## src/rtl/uart_peripheral.sv

```systemverilog
// Memory-mapped UART: word 0 RX_DATA, 1 RX_STATUS, 2 TX_DATA, 3 TX_STATUS.
// Define UART_PARITY_EN to add an even parity bit to both directions.
module uart_peripheral #(
  parameter int CLKS_PER_BIT = 434
) (
  input  logic        clk,
  input  logic        rst_n,
  input  logic        Select,
  input  logic        Write,
  input  logic [31:0] Addr,
  input  logic [31:0] DataIn,
  output logic [31:0] DataOut,
  input  logic        rx,
  output logic        tx
);
  localparam int CNT_W = $clog2(CLKS_PER_BIT);
  localparam logic [CNT_W-1:0] CNT_LAST = CNT_W'(CLKS_PER_BIT - 1);
  localparam logic [CNT_W-1:0] CNT_MID  = CNT_W'(CLKS_PER_BIT / 2 - 1);

  typedef enum logic [2:0] {
    ST_IDLE,
    ST_START,
    ST_DATA,
`ifdef UART_PARITY_EN
    ST_PARITY,
`endif
    ST_STOP
  } state_t;

  state_t           tx_state_q, tx_state_d, rx_state_q, rx_state_d;
  logic [CNT_W-1:0] tx_cnt_q, tx_cnt_d, rx_cnt_q, rx_cnt_d;
  logic [2:0]       tx_bit_q, tx_bit_d, tx_bit_nxt, rx_bit_q, rx_bit_d;
  logic [7:0]       tx_data_q, tx_data_d, rx_data_q, rx_data_d, rx_shift_q, rx_shift_d;
  logic             tx_q, tx_d, tx_busy;
  logic             rx_sync1_q, rx_sync1_d, rx_sync2_q, rx_sync2_d, rx_prev_q, rx_prev_d;
  logic             rx_valid_q, rx_valid_d, overrun_q, overrun_d, parity_err;
  logic             wr_tx, wr_rxstat;
  logic             unused_bits;
`ifdef UART_PARITY_EN
  logic             parity_err_q, parity_err_d, par_bad_q, par_bad_d;
  assign parity_err = parity_err_q;
`else
  assign parity_err = 1'b0;
`endif

  assign unused_bits = ^{Addr[31:2], DataIn[31:8]};
  assign wr_tx       = Select & Write & (Addr[1:0] == 2'd2);
  assign wr_rxstat   = Select & Write & (Addr[1:0] == 2'd1);
  assign tx_busy     = (tx_state_q != ST_IDLE);
  assign tx          = tx_q;

  // Transmitter: tx_d is the line level for the bit that starts next cycle.
  always_comb begin
    tx_state_d = tx_state_q;
    tx_cnt_d   = tx_cnt_q;
    tx_bit_d   = tx_bit_q;
    tx_data_d  = tx_data_q;
    tx_d       = tx_q;
    tx_bit_nxt = tx_bit_q + 3'd1;
    if (tx_state_q == ST_IDLE) begin
      tx_d = 1'b1;
      if (wr_tx) begin
        tx_data_d  = DataIn[7:0];
        tx_state_d = ST_START;
        tx_cnt_d   = '0;
        tx_d       = 1'b0;
      end
    end else if (tx_cnt_q != CNT_LAST) begin
      tx_cnt_d = tx_cnt_q + 1'b1;
    end else begin
      tx_cnt_d = '0;
      case (tx_state_q)
        ST_START: begin
          tx_state_d = ST_DATA;
          tx_bit_d   = '0;
          tx_d       = tx_data_q[0];
        end
        ST_DATA: begin
          if (tx_bit_q == 3'd7) begin
`ifdef UART_PARITY_EN
            tx_state_d = ST_PARITY;
            tx_d       = ^tx_data_q;
`else
            tx_state_d = ST_STOP;
            tx_d       = 1'b1;
`endif
          end else begin
            tx_bit_d = tx_bit_nxt;
            tx_d     = tx_data_q[tx_bit_nxt];
          end
        end
`ifdef UART_PARITY_EN
        ST_PARITY: begin
          tx_state_d = ST_STOP;
          tx_d       = 1'b1;
        end
`endif
        default: begin
          tx_state_d = ST_IDLE;
          tx_d       = 1'b1;
        end
      endcase
    end
  end

  // Receiver: bits are sampled mid-period, measured from the detected falling edge.
  always_comb begin
    rx_sync1_d = rx;
    rx_sync2_d = rx_sync1_q;
    rx_prev_d  = rx_sync2_q;
    rx_state_d = rx_state_q;
    rx_cnt_d   = rx_cnt_q;
    rx_bit_d   = rx_bit_q;
    rx_shift_d = rx_shift_q;
    rx_data_d  = rx_data_q;
    rx_valid_d = rx_valid_q;
    overrun_d  = overrun_q;
`ifdef UART_PARITY_EN
    parity_err_d = parity_err_q;
    par_bad_d    = par_bad_q;
`endif
    if (wr_rxstat) begin
      rx_valid_d = 1'b0;
      overrun_d  = 1'b0;
`ifdef UART_PARITY_EN
      parity_err_d = 1'b0;
`endif
    end
    case (rx_state_q)
      ST_IDLE: begin
        if (rx_prev_q && !rx_sync2_q) begin
          rx_state_d = ST_START;
          rx_cnt_d   = '0;
        end
      end
      ST_START: begin
        if (rx_cnt_q == CNT_MID) begin
          rx_cnt_d   = '0;
          rx_bit_d   = '0;
          rx_state_d = rx_sync2_q ? ST_IDLE : ST_DATA;
        end else begin
          rx_cnt_d = rx_cnt_q + 1'b1;
        end
      end
      ST_DATA: begin
        if (rx_cnt_q == CNT_LAST) begin
          rx_cnt_d   = '0;
          rx_shift_d = {rx_sync2_q, rx_shift_q[7:1]};
          rx_bit_d   = rx_bit_q + 3'd1;
          if (rx_bit_q == 3'd7) begin
`ifdef UART_PARITY_EN
            rx_state_d = ST_PARITY;
`else
            rx_state_d = ST_STOP;
`endif
          end
        end else begin
          rx_cnt_d = rx_cnt_q + 1'b1;
        end
      end
`ifdef UART_PARITY_EN
      ST_PARITY: begin
        if (rx_cnt_q == CNT_LAST) begin
          rx_cnt_d   = '0;
          par_bad_d  = rx_sync2_q ^ (^rx_shift_q);
          rx_state_d = ST_STOP;
        end else begin
          rx_cnt_d = rx_cnt_q + 1'b1;
        end
      end
`endif
      ST_STOP: begin
        if (rx_cnt_q == CNT_LAST) begin
          rx_cnt_d   = '0;
          rx_state_d = ST_IDLE;
          if (rx_sync2_q) begin
            rx_data_d  = rx_shift_q;
            rx_valid_d = 1'b1;
            // A clear on the completing edge leaves only the new byte flagged.
            if (rx_valid_q && !wr_rxstat) overrun_d = 1'b1;
`ifdef UART_PARITY_EN
            if (par_bad_q) parity_err_d = 1'b1;
`endif
          end
        end else begin
          rx_cnt_d = rx_cnt_q + 1'b1;
        end
      end
      default: rx_state_d = ST_IDLE;
    endcase
  end

  always_ff @(posedge clk) begin
    if (!rst_n) begin
      tx_state_q <= ST_IDLE;
      tx_cnt_q   <= '0;
      tx_bit_q   <= '0;
      tx_data_q  <= '0;
      tx_q       <= 1'b1;
      rx_state_q <= ST_IDLE;
      rx_cnt_q   <= '0;
      rx_bit_q   <= '0;
      rx_data_q  <= '0;
      rx_valid_q <= 1'b0;
      overrun_q  <= 1'b0;
      rx_sync1_q <= 1'b1;
      rx_sync2_q <= 1'b1;
      rx_prev_q  <= 1'b1;
`ifdef UART_PARITY_EN
      parity_err_q <= 1'b0;
`endif
    end else begin
      tx_state_q <= tx_state_d;
      tx_cnt_q   <= tx_cnt_d;
      tx_bit_q   <= tx_bit_d;
      tx_data_q  <= tx_data_d;
      tx_q       <= tx_d;
      rx_state_q <= rx_state_d;
      rx_cnt_q   <= rx_cnt_d;
      rx_bit_q   <= rx_bit_d;
      rx_data_q  <= rx_data_d;
      rx_valid_q <= rx_valid_d;
      overrun_q  <= overrun_d;
      rx_sync1_q <= rx_sync1_d;
      rx_sync2_q <= rx_sync2_d;
      rx_prev_q  <= rx_prev_d;
`ifdef UART_PARITY_EN
      parity_err_q <= parity_err_d;
`endif
    end
  end

  always_ff @(posedge clk) begin
    rx_shift_q <= rx_shift_d;
`ifdef UART_PARITY_EN
    par_bad_q  <= par_bad_d;
`endif
  end

  always_comb begin
    DataOut = '0;
    if (Select) begin
      case (Addr[1:0])
        2'd0:    DataOut[7:0] = rx_data_q;
        2'd1:    DataOut[2:0] = {parity_err, overrun_q, rx_valid_q};
        2'd2:    DataOut[7:0] = tx_data_q;
        default: DataOut[0]   = tx_busy;
      endcase
    end
  end
endmodule

```

## config.mk

```make
export PLATFORM = sky130hd
export DESIGN_NAME = uart_peripheral
export DESIGN_NICKNAME = d
export VERILOG_FILES = /design/src/rtl/uart_peripheral.sv
export SDC_FILE = /design/constraint.sdc
export NUM_CORES = 1
export LEC_CHECK = 0
export CAP_MARGIN = 20
export CORE_ASPECT_RATIO = 0.5
export CORE_MARGIN = 5
export CORE_UTILIZATION = 46
export CTS_CLUSTER_SIZE = 12
export DETAILED_ROUTE_END_ITERATION = 16
export GPL_ROUTABILITY_DRIVEN = 1
export PLACE_DENSITY = 0.9
export SLEW_MARGIN = 30
export SYNTH_ARGS = -nofsm -noshare
export SYNTH_HDL_FRONTEND = slang
export SYNTH_SLANG_ARGS = --single-unit
```

## constraint.sdc

```tcl
create_clock -name clk -period 2.2 [get_ports clk]
set_input_delay 0.33 -clock clk [delete_from_list [all_inputs] [get_ports clk]]
set_output_delay 0.33 -clock clk [all_outputs]
set_load 0.1 [all_outputs]
```

==> flow_summary.toml <==
[global_routing]
grt_pass1_wl_um = 11800
first_global_vias = 2487
grt_max_degree = 21
antenna_found_initial = 0
grtUsageTotal_pct = 17.48
grt_overflow = 0

[cells_and_area]
ff_latch_area_sq_um = 1241
multiInputGateArea_sq_um = 1665
syn2layout_area_growth_pct = 19.38
final_cells = 461
antenna_cells = 0
drive_gt1_share_pct = 15.99
num-fill-cells = 535
nets = 445

[setup_path]
r2r-start = "rx_cnt_q[0]"
reg2reg_to = "rx_cnt_q[6]"
r2r_slack_ns = 0.14
critPathLaunch = "tx_state_q[1]"
cp.required_ns = 1.87
start_kind = "flop"
path_class = "flop to primary output"
arrival_ns = 1.80
reg2reg_depth = 6
endpoint_kind = "primary output"
worstPathMaxFanout = 4

[hold_path]
hp-start = "rx_sync1_q"
hold_end = "rx_prev_d"
holdPathStages = 1
hold_class = "flop to flop"

[synthesis]
yosysMostFrequentCell = "dfxtp_1"
synth_ff_type = "dfxtp_1"
synth_warnings = 0
synthCells = 336
syn_area_per_cell_sq_um = 9.377
ys_top_cells_by_area = "dfxtp_1, mux2i_1, edfxtp_1"
netlist_top_cells_count = "dfxtp_1, nor2_1, mux2i_1, nand2_1, buf_4"
synth_top_cell_by_area = "dfxtp_1"
synthArstFlopShare_pct = 0
synth-seq-cells = 58
ys_seq_area_share_pct = 39.40
synth_top_area_share_pct = 31.77
ys_types = 62
synth_edf_count = 8
synth_area_sq_um = 3151

[timing]
whs_ns = 0.4085
hold_violations = 0
final.setup.tns_ns = 0
fmax_ghz = 0.4691
worst_pin_slew_ns = 0.5478
slew_headroom_pct = 63.10
fin_crit_ns = 2.132
min_period_over_period_pct = 96.89
clock_skew_ns = 0.003669
setup_violations = 0
slew_violations = 0
rsz0062_at_grt = "no"

[clock_tree]
clock_latency_ns = 0.33
clkTransAtPathRegs_ns = 0.05
cts_tree = "built"
cts_made_buffers = 9
cts_root_buffer = "clkbuf_16"
cts.sinks = 58
clk_path_buf_depth = 2
holdBufCountCts = 0
h-tree-depth = 3
post_cts_buffers = 0

[run]
maxCapViolCount = 0

[power_and_ir_drop]
ir_drop_v = 0.0003915
leakagePower_nw = 1.443
cellPowerDensity_nw_per_um2 = 848.4

[detailed_routing]
dr_total_vias = 2611
drt_iter0_markers = 345
wl_per_cell_um = 16.20
wirelength_um = 7467
ant_nets = 0
avgViaCountPerCell = 5.664
first_pass_iters = 4
drc = 0

[floorplan]
die_w_um = 127.0
dieArea_sq_um = 8705
start_util_pct = 47.21
ios = 102
row_count = 21
core_area_sq_um = 6674
die_height_um = 68.52

[placement]
place.gp.congestion = 0.8418
port_buffers = 23
hpwl_um = 4660
dpl.cell_count = 445

[run_status]
status = "finished clean"
flip-flops by register name (all words and copies together) (netlist names), 3 cells and up:
name and cells:
rx_bit_q 3, rx_cnt_q 9, rx_data_q 8, rx_shift_q 8, tx_bit_q 3, tx_cnt_q 9
tx_data_q 8
stage by stage:
| step | worst slack [ns] | power, W | area (sq um) | utilization (%) |
|---|---|---|---|---|
| after global routing | 0.01438 | 0.003312 | 3761 | 56.36 |
| after floorplan | 0.1105 | 0.001762 | 3252 | - |
| after CTS | 0.01781 | 0.003196 | 3755 | 56.26 |
| after detailed placement | 0.1264 | 0.001880 | 3471 | 52.01 |
| after global placement | 0.1520 | 0.001862 | 3471 | 52.01 |
| final | 0.06847 | 0.003191 | 3761 | 56.36 |
where the power goes:
part | switching [W] | total [W] | internal [W]
sequential | 0.0000496 | 0.00116 | 0.00111
combinational | 0.000527 | 0.000729 | 0.000203
clock | 0.000483 | 0.00130 | 0.000815
final cells by class:
| type | count | share of cell area, % |
|---|---|---|
| Sequential cell | 58 | 33.00 |
| Tap cell | 92 | 3.061 |
| Timing Repair Buffer | 34 | 10.38 |
| Inverter | 18 | 1.796 |
| Clock buffer | 11 | 6.720 |
| Clock inverter | 5 | 0.7651 |
| Multi-Input combinational cell | 243 | 44.28 |
worst max-delay path: stages (launching register included):
cell and delay, ns:
dfxtp_1 0.34, inv_2 0.07, ha_2 0.18, inv_2 0.07, mux4_2 0.46, and2_4 0.18
buf_12 0.16
cells by family after synthesis:
kind of cell    share of synthesized area, %
mux                                    10.01
compound gates                         14.73
simple gates                           19.46
buf+inv                                11.24
fa+ha+maj                              4.766
other cells                           0.1190
flops                                  39.40
xor+xnor                              0.2780
metal layers:
layer	global-route usage (%)	up-vias	share of wire, %
met2	31.38	112	51
met5	0	-	0
li1	-	1229	-
met4	10.56	0	3.5
met1	18.58	1243	39
met3	5.692	27	7.0
what timing repair did:
item,4_1_cts,5_1_grt
resized for setup,3,3
pin swaps,0,1
setup endpoints to repair,1,2
worst max-delay path by stage:
stage / endpoint / slack [ns]
detailed placement: tx_data_q[7] / 0.13
finish: DataOut[0] / 0.07
global route: DataOut[0] / 0.01
floorplan: DataOut[0] / 0.11
global placement: DataOut[0] / 0.15
CTS: DataOut[0] / 0.02
cell usage in the layout (no fill, tap or decap), drive strengths merged, types with 2 or more instances in the layout:
master,count
ha,12
clkinv,5
nor2,31
o31a,2
conb,24
nand2,27
nor3,3
a31oi,2
nand3,13
a41oi,2
nand4b,4
o32ai,2
nand4,2
a311oi,6
o21ai,14
clkbuf,11
and4bb,2
o211ai,2
clkdlybuf4s50,14
and3,2
buf,20
edfxtp,8
o22ai,3
or4,4
mux4,2
nand2b,4
or4b,3
nor4,2
o21a,2
a211oi,3
and2,3
and4b,2
dfxtp,50
mux2i,27
a21oi,20
inv,18
Note: power is estimated with default switching activity, not from simulation.
